**src/rtl/apb_timer_array.sv**
```systemverilog
// apb_timer_array: an array of independent APB-programmable timer channels.
// Each channel has a prescaler, an up-counter with compare, a sticky pending
// flag and a level interrupt. The register file is a zero-wait-state APB slave.
module apb_timer_array #(
  parameter int NumChannels = 4,
  parameter int CntWidth    = 32,
  parameter int PrescWidth  = 8
) (
  input  logic                   clk_i,
  input  logic                   rst_i,
  input  logic                   psel_i,
  input  logic                   penable_i,
  input  logic                   pwrite_i,
  input  logic [31:0]            paddr_i,
  input  logic [31:0]            pwdata_i,
  output logic [31:0]            prdata_o,
  output logic                   pready_o,
  output logic                   pslverr_o,
  output logic [NumChannels-1:0] irq_o
);

  localparam logic [1:0] RegCtrl   = 2'd0;
  localparam logic [1:0] RegCount  = 2'd1;
  localparam logic [1:0] RegCmp    = 2'd2;
  localparam logic [1:0] RegStatus = 2'd3;

  localparam logic [CntWidth-1:0]   CntOne   = CntWidth'(1);
  localparam logic [PrescWidth-1:0] PrescOne = PrescWidth'(1);

  // Packs the CTRL fields into their read-back positions; unused bits are 0.
  function automatic logic [31:0] ctrl_word(input logic en, input logic mode,
                                            input logic irq_en,
                                            input logic [PrescWidth-1:0] presc);
    logic [31:0] w;
    w = 32'd0;
    w[0] = en;
    w[1] = mode;
    w[2] = irq_en;
    w[8 +: PrescWidth] = presc;
    return w;
  endfunction

  // Per-channel state.
  logic [NumChannels-1:0] en_q, en_d;
  logic [NumChannels-1:0] mode_q, mode_d;
  logic [NumChannels-1:0] irq_en_q, irq_en_d;
  logic [NumChannels-1:0] pend_q, pend_d;
  logic [NumChannels-1:0] irq_q, irq_d;
  logic [PrescWidth-1:0]  presc_q [NumChannels];
  logic [PrescWidth-1:0]  presc_d [NumChannels];
  logic [PrescWidth-1:0]  pcnt_q  [NumChannels];
  logic [PrescWidth-1:0]  pcnt_d  [NumChannels];
  logic [CntWidth-1:0]    count_q [NumChannels];
  logic [CntWidth-1:0]    count_d [NumChannels];
  logic [CntWidth-1:0]    cmp_q   [NumChannels];
  logic [CntWidth-1:0]    cmp_d   [NumChannels];

  // Address decode: channel in [11:4], register in [3:2], [1:0] must be 0.
  logic [7:0] ch_idx_s;
  logic [1:0] reg_sel_s;
  logic       addr_err_s;
  logic       access_s;
  logic       wr_ok_s;
  logic       rd_ok_s;
  logic       unused_s;

  assign ch_idx_s   = paddr_i[11:4];
  assign reg_sel_s  = paddr_i[3:2];
  assign addr_err_s = (ch_idx_s >= 8'(NumChannels)) || (paddr_i[1:0] != 2'd0);
  assign access_s   = psel_i & penable_i;
  assign wr_ok_s    = access_s & pwrite_i & ~addr_err_s;
  assign rd_ok_s    = psel_i & ~pwrite_i & ~addr_err_s;
  assign pslverr_o  = access_s & addr_err_s;
  assign pready_o   = 1'b1;
  assign irq_o      = irq_q;
  assign unused_s   = ^{paddr_i[31:12], pwdata_i};

  logic [NumChannels-1:0] sel_s, tick_s, match_s;
  logic [NumChannels-1:0] ctrl_wr_s, cnt_wr_s, cmp_wr_s, st_wr_s;

  // Next-state logic: prescaler, counter, compare match, pending and enable.
  always_comb begin
    for (int c = 0; c < NumChannels; c++) begin
      sel_s[c]     = wr_ok_s && (ch_idx_s == 8'(c));
      ctrl_wr_s[c] = sel_s[c] && (reg_sel_s == RegCtrl);
      cnt_wr_s[c]  = sel_s[c] && (reg_sel_s == RegCount);
      cmp_wr_s[c]  = sel_s[c] && (reg_sel_s == RegCmp);
      st_wr_s[c]   = sel_s[c] && (reg_sel_s == RegStatus);
      tick_s[c]    = en_q[c] && (pcnt_q[c] == presc_q[c]);
      // A COUNT write in the tick cycle suppresses both increment and match.
      match_s[c]   = tick_s[c] && !cnt_wr_s[c] && (count_q[c] == cmp_q[c]);

      if (ctrl_wr_s[c]) begin
        mode_d[c]   = pwdata_i[1];
        irq_en_d[c] = pwdata_i[2];
        presc_d[c]  = pwdata_i[8 +: PrescWidth];
      end else begin
        mode_d[c]   = mode_q[c];
        irq_en_d[c] = irq_en_q[c];
        presc_d[c]  = presc_q[c];
      end

      // A CTRL write always wins over the one-shot auto-clear.
      if (ctrl_wr_s[c]) begin
        en_d[c] = pwdata_i[0];
      end else if (match_s[c] && mode_q[c]) begin
        en_d[c] = 1'b0;
      end else begin
        en_d[c] = en_q[c];
      end

      // Enabling from idle restarts the prescaler phase.
      if (ctrl_wr_s[c] && !en_q[c] && pwdata_i[0]) begin
        pcnt_d[c] = {PrescWidth{1'b0}};
      end else if (tick_s[c]) begin
        pcnt_d[c] = {PrescWidth{1'b0}};
      end else if (en_q[c]) begin
        pcnt_d[c] = pcnt_q[c] + PrescOne;
      end else begin
        pcnt_d[c] = pcnt_q[c];
      end

      if (cnt_wr_s[c]) begin
        count_d[c] = pwdata_i[CntWidth-1:0];
      end else if (match_s[c]) begin
        count_d[c] = {CntWidth{1'b0}};
      end else if (tick_s[c]) begin
        count_d[c] = count_q[c] + CntOne;
      end else begin
        count_d[c] = count_q[c];
      end

      if (cmp_wr_s[c]) begin
        cmp_d[c] = pwdata_i[CntWidth-1:0];
      end else begin
        cmp_d[c] = cmp_q[c];
      end

      // A match set in the same cycle as a W1C keeps PEND set.
      if (match_s[c]) begin
        pend_d[c] = 1'b1;
      end else if (st_wr_s[c] && pwdata_i[0]) begin
        pend_d[c] = 1'b0;
      end else begin
        pend_d[c] = pend_q[c];
      end

      irq_d[c] = pend_d[c] & irq_en_d[c];
    end
  end

  logic [31:0] prdata_s;
  logic [31:0] rd_word_s;

  // Read mux: OR together the word of the single addressed channel.
  always_comb begin
    prdata_s  = 32'd0;
    rd_word_s = 32'd0;
    for (int c = 0; c < NumChannels; c++) begin
      case (reg_sel_s)
        RegCtrl:   rd_word_s = ctrl_word(en_q[c], mode_q[c], irq_en_q[c], presc_q[c]);
        RegCount:  rd_word_s = 32'(count_q[c]);
        RegCmp:    rd_word_s = 32'(cmp_q[c]);
        RegStatus: rd_word_s = {31'd0, pend_q[c]};
        default:   rd_word_s = 32'd0;
      endcase
      prdata_s = prdata_s | ((rd_ok_s && (ch_idx_s == 8'(c))) ? rd_word_s : 32'd0);
    end
  end

  assign prdata_o = prdata_s;

  // State registers with synchronous reset.
  always_ff @(posedge clk_i) begin
    if (rst_i) begin
      en_q     <= {NumChannels{1'b0}};
      mode_q   <= {NumChannels{1'b0}};
      irq_en_q <= {NumChannels{1'b0}};
      pend_q   <= {NumChannels{1'b0}};
      irq_q    <= {NumChannels{1'b0}};
      for (int c = 0; c < NumChannels; c++) begin
        presc_q[c] <= {PrescWidth{1'b0}};
        pcnt_q[c]  <= {PrescWidth{1'b0}};
        count_q[c] <= {CntWidth{1'b0}};
        cmp_q[c]   <= {CntWidth{1'b0}};
      end
    end else begin
      en_q     <= en_d;
      mode_q   <= mode_d;
      irq_en_q <= irq_en_d;
      pend_q   <= pend_d;
      irq_q    <= irq_d;
      for (int c = 0; c < NumChannels; c++) begin
        presc_q[c] <= presc_d[c];
        pcnt_q[c]  <= pcnt_d[c];
        count_q[c] <= count_d[c];
        cmp_q[c]   <= cmp_d[c];
      end
    end
  end

endmodule

```
**config.mk**
```make
export PLATFORM = sky130hd
export DESIGN_NAME = apb_timer_array
export DESIGN_NICKNAME = d
export VERILOG_FILES = /design/src/rtl/apb_timer_array.sv
export SDC_FILE = /design/constraint.sdc
export NUM_CORES = 1
export LEC_CHECK = 0
export BUFFER_PORTS_ARGS = -buffer_cell sky130_fd_sc_hd__buf_2
export CORE_MARGIN = 4
export CORE_UTILIZATION = 25
export DETAILED_ROUTE_END_ITERATION = 8
export GPL_ROUTABILITY_DRIVEN = 0
export HOLD_SLACK_MARGIN = 0.08
export PLACE_DENSITY_LB_ADDON = 0.15
export SLEW_MARGIN = 20
export SYNTH_ARGS = -nofsm -noshare
export SYNTH_HDL_FRONTEND = slang
export SYNTH_SLANG_ARGS = --single-unit
```
**constraint.sdc**
```tcl
create_clock -name clk_i -period 2.28 [get_ports clk_i]
set_input_delay 0.114 -clock clk_i [delete_from_list [all_inputs] [get_ports clk_i]]
set_output_delay 0.114 -clock clk_i [all_outputs]
set_load 0.1 [all_outputs]
```
; ---- After elaboration in Yosys (flattened, before gate mapping)
; Memory sizes are Yosys's and may differ from the RTL's.
; Cells that the tools add are included.
; Widths: inputs -> output; s select.
[op_classes]
addsub = 8
order_cmp = 1
eq_ne = 14
n_mux = 79
bitwise_logic = 31
n_reduce_logical = 68
[ops]
columns = operator, n
row1 = $mux 32, 28
row2 = $pmux 32 s4, 4
row3 = $mux 8, 24
row4 = $add 32x1->32 const B, 4
row5 = $eq 32x32->1, 4
row6 = $or 32x32->32, 3
row7 = $logic_and 1x1->1, 52
row8 = $add 8x1->8 const B, 4
row9 = $eq 8x8->1, 4
row10 = $mux 1, 23
row11 = $eq 8x2->1 const B, 2
row12 = $or 1x1->1, 16
row13 = $and 1x1->1, 10
row14 = $reduce_bool 2->1, 5
row15 = $eq 8x1->1 const B, 1
row16 = $ge 8x3->1 const B, 1
row17 = $logic_not 1->1, 8
row18 = $logic_not 8->1, 1
row19 = $eq 2x2->1 const B, 2
row20 = $eq 2x1->1 const B, 1
row21 = $logic_not 2->1, 1
row22 = $not 1->1, 2
row23 = $logic_or 1x1->1, 1
[word_totals]
register_bits = 20
ramBits = 320
input_bits = 69
output_inout_bits = 38
wordCells = 216
n_memories = 4
[memory_table]
columns = name, words, word_bits, read_ports, rd_ports_with_merged_regs, wr, line
row1 = cmp_q, 4, 32, 4, 0, 4, 55  ; logic [CntWidth-1:0] cmp_q [NumChannels];
row2 = count_q, 4, 32, 4, 0, 4, 53  ; logic [CntWidth-1:0] count_q [NumChannels];
row3 = pcnt_q, 4, 8, 4, 0, 4, 51  ; logic [PrescWidth-1:0] pcnt_q [NumChannels];
row4 = presc_q, 4, 8, 4, 0, 4, 49  ; logic [PrescWidth-1:0] presc_q [NumChannels];

; ---- Longest topological paths before layout
; Gate-level depths: netlist of run 1.
[depth]
ltp_word = 12
depth_mapped = 9
mapped_depth_nobuf = 7

; ---- Worst setup path before layout of run 1
; No wires, ideal clock.
[synth_timing]
kind = in2out
startpoint = input paddr_i[11]
endpoint = output prdata_o[10]
t_arrival_ps = 3375
setup_slack_ps = -1209
path_stages = 8
cell_sequence = or4_1 clkbuf_1 nor2_1 and4b_1 clkbuf_1 nand2_1 clkbuf_1 o221ai_1
[synth_between]
elab_chain_cells = 9
word_cells_on_any_way = 19
classes_between = order compare (1) / eq/ne (3) / mux (4) / bitwise (5) / reduce/logical (6)
[synth_lines]
columns = element, line
row1 = from (decl), 14  ; input logic [31:0] paddr_i,
row2 = $ge 8x3->1, 69  ; assign addr_err_s = (ch_idx_s >= 8'(NumChannels)) || (paddr_i[1:0] != 2'd0);
row3 = $logic_or 1x1->1, 69
row4 = $not 1->1, 72  ; assign rd_ok_s = psel_i & ~pwrite_i & ~addr_err_s;
row5 = $and 1x1->1, 72
row6 = $logic_and 1x1->1, 167  ; prdata_s = prdata_s | ((rd_ok_s && (ch_idx_s == 8'(c))) ? rd_word_s : 32'd0);
row7 = $mux 32, 167
row8 = $or 32x32->32 (2 in a row), 167
row9 = $or 32x32->32 (*), 167
row10 = to (decl), 16  ; output logic [31:0] prdata_o,
; Mark *: on every way between the ends. The rest lies on a longest branch, timed or not.

; ---- Final worst setup path of run 1
[layout_timing]
startpoint = input paddr_i[9]
endpoint = output prdata_o[5]
; The elaborated chain is that of the path after synthesis.

==> flow_summary.yaml, run 1 <==
global_route:
  grt_usage_pct: 22.1
  first_global_vias: 20600
  antenna_found_initial: 0
  grt_max_degree: 81
  grt_first_pass_wirelength_um: 144000
  overflow: 0
setup_path:
  cp_max_fo: 5
  cp_slowest_cell: "or4_4"
  cp_cell_sequence: "buf_6, or4_4, nor2_4, and4b_2, buf_6, nand2_8, buf_12, buf_16, o22a_1, o221ai_4, buf_12"
  start_kind: "input port"
  path_class: "in2out"
  cp-end-kind: "output pin"
  slowest_delay_ps: 570
  cp.arrival_ps: 2240
  required_ps: 2170
route:
  vias: 22000
  dr.pass1.iters: 6
  first_iter_violations: 2153
  ant_nets: 0
  drcViolationCount: 0
  totalWireLength_um: 99400
  viasPerCell: 5.40
  avgRoutedWirePerCell_um: 24.4
clock_network:
  tritoncts: "built"
  clk_latency_ps: 580
  numCtsBuffers: 43
  cts_max_path_buffers: 3
  root_buffer: "clkbuf_16"
  path_clk_slew_ps: 60
  clkSinkCount: 340
  cts_max_level: 2
synthesis:
  synth_cell_type_count: 59
  async_flop_share_pct: 0
  syn-num-nets: 2854
  ys_seq_area_share_pct: 33.4
  synth.avg_cell_area_um2: 7.34
  syn_area_um2: 20400
  synth-edff-count: 0
  synthesis.instances: 2777
  yosys_warnings: 0
  ys_ff_latch: 340
  synth_flop_cell: "dfxtp_1"
floorplan:
  die_w_um: 294
  start_util_pct: 25.3
  rows: 104
  coreArea_um2: 80700
  fp.dieArea_um2: 86200
  io_pins: 107
  die_height_um: 294
pwr:
  p_int_w: 0.0105
  p_comb_share_pct: 5.3
  irDropWorstVdd_mv: 0.348
  pwr-share-seq_pct: 42.6
  sw_frac_of_total_pct: 25.0
  switching_power_w: 0.00349
  clkPwrFrac_pct: 52.1
  p_per_area_nw_per_um2: 506
  p_leak_nw: 8.94
  power_w: 0.0139
timing:
  setup_ws_ps: -76.4
  finalHoldViolations: 0
  rsz0062_at_grt: "true"
  slew_violations: 0
  period_share_pct: 103
  holdWs_ps: 146
  final.min_clock_period_ps: 2360
  skew_ps: 16.4
  fmax_ghz: 0.424
  setup_viol: 24
  finalSetupTns_ps: -821
  worst_pin_slew_ps: 1060
  relSlewSlack_pct: 29.0
placed_design:
  place_area_um2: 25000
  portBuffers: 85
  post-dp-hpwl_um: 70300
run_status:
  violations: "setup timing"
  status: "complete, but fails checks"
finish:
  diodes: 0
  fin_area_um2: 27600
  drive_gt1_share_pct: 20.0
  nNetsFinal: 3057
  fill_cells: 8431
  syn_to_final_growth_pct: 35.3
worst_hold_path:
  min_path_type: "in2reg"
run:
  drv_cap: 0
## worst paths after layout
check	depth (start not counted)	slack (ps)	to	start
worst max-delay path	11	-80	prdata_o[5]	paddr_i[9]
worst min register to register	2	480	cmp_q[1][5]$_SDFFE_PP0P_	cmp_q[1][5]$_SDFFE_PP0P_
worst min-delay path	6	150	en_q[3]$_SDFFE_PP0P_	paddr_i[0]
worst max register to register	7	40	irq_o[0]$_SDFF_PP0_	cmp_q[0][23]$_SDFFE_PP0P_
## power by group through the flow
stage	Combinational (W)	Clock, W	Sequential [W]
CTS	0.000724	0.00742	0.00594
floorplan	0.000315	0	0.00607
detailed placement	0.000669	0	0.00607
global placement	0.000671	0	0.00607
global route	0.000757	0.00765	0.00594
finish	0.000740	0.00727	0.00594
## cell usage after synthesis (3+ instances only)
cell type / instances / area share [%]
nand2_1: 609 / 11
dfxtp_1: 340 / 33
clkbuf_1: 236 / 4.3
a21oi_1: 201 / 4.9
nand3_1: 197 / 4.8
xnor2_1: 191 / 8.2
a31oi_1: 123 / 3.8
nand4_1: 105 / 3.2
nor2_1: 97 / 1.8
a22oi_1: 92 / 3.4
xor2_1: 59 / 2.5
nor3_1: 58 / 1.4
o21ai_0: 53 / 1.3
mux2i_1: 48 / 2.4
nor4_1: 35 / 1.1
o221ai_1: 31 / 1.3
and2_1: 25 / 0.77
buf_2: 25 / 0.61
and4_1: 23 / 0.99
o22a_1: 21 / 0.90
o211ai_1: 20 / 0.74
and3_1: 19 / 0.58
buf_4: 19 / 0.70
inv_1: 16 / 0.29
o21a_1: 15 / 0.55
buf_1: 14 / 0.26
or3_1: 11 / 0.34
o31ai_1: 9 / 0.33
ha_1: 8 / 0.49
nor2b_1: 8 / 0.25
a211oi_1: 7 / 0.26
nor3b_1: 6 / 0.22
or2_2: 6 / 0.18
o31a_1: 5 / 0.21
a2bb2oi_1: 4 / 0.17
mux4_2: 4 / 0.44
o41ai_1: 4 / 0.17
nor2_2: 3 / 0.092
nor4b_1: 3 / 0.13
## cells in the final DEF (no fill, tap or decap), types with 84 or more instances in the layout
cell / n
buf_4: 264
a21oi_1: 198
xnor2_1: 181
nand3_1: 195
nor2_1: 91
a22oi_1: 84
nand2_1: 604
nand4_1: 105
dfxtp_1: 335
a31oi_1: 123
## registers in the layout, indices dropped and copies added, names as in the netlist
signal and flops:
pcnt_q 32, pend_q 4, mode_q 4, cmp_q 128, irq_o 4, count_q 128
irq_en_q 4, en_q 4, presc_q 32
## metal layers
layer | GRT usage [%] | vias up | share of wire, %
met5 | 0 | - | 0
met4 | 6.41 | 0 | 3.0
met3 | 2.91 | 136 | 7.3
met2 | 34.9 | 972 | 45
met1 | 31.6 | 10700 | 45
li1 | - | 10200 | -
## stage by stage
stage / utilization, % / setup slack, ps / instances
2_1_floorplan: - / -1.83 / 2777
3_3_place_gp: 31.0 / -597 / 3942
3_5_place_dp: 31.0 / -221 / 3942
4_1_cts: 33.8 / -98.1 / 4066
5_1_grt: 34.2 / -124 / 4073
6_report: 34.2 / -76.4 / 4073
## cells by family (layout without fill, tap and decap cells)
logic type      after synthesis  count (layout)  share of synthesized area [%]
simple gates               1221            1221                           27.8
compound gates              595             595                           18.5
flops                       340             340                           33.4
other cells                   1               1                         0.0184
mux                          52              52                           2.80
buf+inv                     310             546                           6.21
fa+ha+maj                     8               8                          0.491
xor+xnor                    250             250                           10.7
## worst max-delay path, delay by kind of cell
kind            cells  cell delay, ps
buf+inv             5             740
compound gates      2             340
simple gates        4            1020
## repair_timing
action	4_1_cts	5_1_grt
gates cloned	5	3
hold endpoints to repair	268	0
pin swaps	23	17
gates resized for setup	51	49
hold buffers	33	0
endpoints found under the setup margin	78	50
buffers inserted	9	5
## final cells by class
class	instances	area [um2]	share of cell area [%]
Inverter	16	60.1	0.218
Timing Repair Buffer	452	4600	16.7
Multi-Input combinational cell	2127	13300	48.3
Sequential cell	340	6810	24.7
Clock buffer	66	1280	4.66
Clock inverter	12	171	0.621
Tap cell	1060	1330	4.81
Note: power is estimated with default switching activity, not from simulation.
==> run 2: changes to the inputs <==
- CORE_ASPECT_RATIO: unset -> 1.1
==> flow_summary.yaml, run 2 (synthesized netlist as in run 1, its figures left out) <==
finish:
  syn_to_final_growth_pct: 33.5
  regArea_um2: 6830
  mostFrequentLayoutCell: "nand2_1"
  nNetsFinal: 3051
  stdcell_count: 4065
  fin_area_um2: 27200
  multi_input_area_um2: 13300
  reg_top3: "cmp_q: 128 flops, count_q: 128 flops"
  most-common-layout-cells: "nand2_1 (604), dfxtp_1 (327), buf_4 (282)"
  fill_cells: 8431
  drive_gt1_share_pct: 20.8
floorplan:
  fp.dieArea_um2: 86200
  io_pins: 107
  start_util_pct: 25.3
  die_height_um: 307
  rows: 109
  coreArea_um2: 80600
  die_w_um: 280
global_route:
  use_met2_pct: 38.9
  grt_usage_pct: 23.9
  gr-usage-met3_pct: 3.37
  use_met1_pct: 32.6
  overflow: 0
  first_global_vias: 21000
  grt_max_degree: 116
  grt_busiest_layer: "met2"
  antenna_found_initial: 3
  grt_first_pass_wirelength_um: 152000
setup_path:
  cp_slowest_cell: "or4_4"
  cp.arrival_ps: 2190
  start_kind: "input port"
  required_ps: 2170
  crit_buf_inv: 4
  slowest_delay_ps: 590
  cp-end-kind: "output pin"
  cp_max_fo: 10
  cp_top_family: "simple AND/OR/NAND/NOR gates"
  path_class: "in2out"
  path_common_cell: "buf_12"
  cp_cell_sequence: "buf_2, or4_4, nor2_4, and4b_1, buf_6, nand2_4, buf_12, o221ai_4, buf_12"
timing:
  rsz0062_at_grt: "true"
  relSlewSlack_pct: 46.0
  finalHoldViolations: 0
  setup_viol: 4
  worst_pin_slew_ps: 810
  finalSetupTns_ps: -65.2
  final.min_clock_period_ps: 2300
  fmax_ghz: 0.435
  skew_ps: 20.0
  period_share_pct: 101
  setup_ws_ps: -20.3
  slew_violations: 0
clock_network:
  tritoncts: "built"
  cts_max_path_buffers: 3
  root_buffer: "clkbuf_16"
  clk_latency_ps: 590
  clkSinkCount: 340
  cts_max_level: 2
  numCtsBuffers: 44
  path_clk_slew_ps: 60
route:
  first_iter_violations: 2520
  dr.pass1.iters: 5
  ant_nets: 0
  totalWireLength_um: 106000
  vias: 22400
  avgRoutedWirePerCell_um: 26.1
  viasPerCell: 5.50
  drcViolationCount: 0
placed_design:
  portBuffers: 85
  post-dp-hpwl_um: 77300
  place_area_um2: 24900
  dp_cells: 3943
pwr:
  p_per_area_nw_per_um2: 516
  p_leak_nw: 8.80
  irDropWorstVdd_mv: 0.459
worst_hold_path:
  min_path_type: "in2reg"
run_status:
  violations: "setup timing"
  status: "complete, but fails checks"
run:
  drv_cap: 0
run 2: cell types whose count changed in the layout (fill, tap and decap cells not counted), moves of 5 or more:
cell | previous run | this run
o22a_1 | 15 | 20
dfxtp_1 | 335 | 327
buf_4 | 264 | 282
buf_16 | 6 | 1
dfxtp_2 | 5 | 12
a22oi_1 | 84 | 68
o22a_4 | 6 | 0
a22oi_2 | 8 | 24
o21ai_0 | 46 | 40
buf_12 | 82 | 68
run 2: cell type report:
cell class,count,share of cell area (%)
Multi-Input combinational cell,2127,49.0
Clock buffer,69,4.87
Antenna cell,3,0.0276
Clock inverter,11,0.519
Timing Repair Buffer,445,15.4
Tap cell,1054,4.84
Inverter,16,0.221
Sequential cell,340,25.1
run 2: worst paths after layout:
path / startpoint / end / slack (ps) / cells after the start
setup / recovery: paddr_i[11] / prdata_o[22] / -20 / 9
hold / removal: pwdata_i[14] / cmp_q[0][14]$_SDFFE_PP0P_ / 160 / 3
setup reg to reg: cmp_q[0][23]$_SDFFE_PP0P_ / en_q[0]$_SDFFE_PP0P_ / 100 / 8
hold reg to reg: mode_q[1]$_SDFFE_PP0N_ / mode_q[1]$_SDFFE_PP0N_ / 470 / 2
run 2: per-layer routing:
metal / routed length, um / up-vias
met5: 0 / -
met4: 4150 / 0
met3: 7360 / 169
met2: 48800 / 959
met1: 46000 / 11000
li1: - / 10200
run 2: power breakdown:
| part | internal, W | switching, W | leakage (nW) | total, W |
|---|---|---|---|---|
| clock | 0.00433 | 0.00295 | 0.724 | 0.00728 |
| combinational | 0.000207 | 0.000616 | 5.34 | 0.000822 |
| sequential | 0.00594 | 0.000000209 | 2.74 | 0.00594 |
run 2: through the flow:
stage | worst slack, ps | utilization, % | hold slack, ps | power (W)
after global placement | -388 | 30.9 | 459 | 0.00683
after floorplan | -1.83 | - | 273 | 0.00639
after CTS | -22.6 | 33.5 | 124 | 0.0142
after global routing | -53.6 | 33.8 | 148 | 0.0144
after detailed placement | -360 | 30.9 | 471 | 0.00682
final | -20.3 | 33.8 | 155 | 0.0140
run 2: worst register-to-register path, stage by stage, from the launching register on:
cell,delay [ps]
dfxtp_1,330
xnor2_1,260
nand4_1,260
nor4_4,300
buf_4,170
nand2_1,140
nor4_2,360
buf_4,160
o21ai_0,80
run 2: what timing repair did:
item,CTS,global route
setup endpoints to repair,36,53
hold buffers,32,0
cloned,1,0
buffers inserted,5,5
pin swaps,16,22
hold endpoints to repair,238,0
resized for setup,75,39
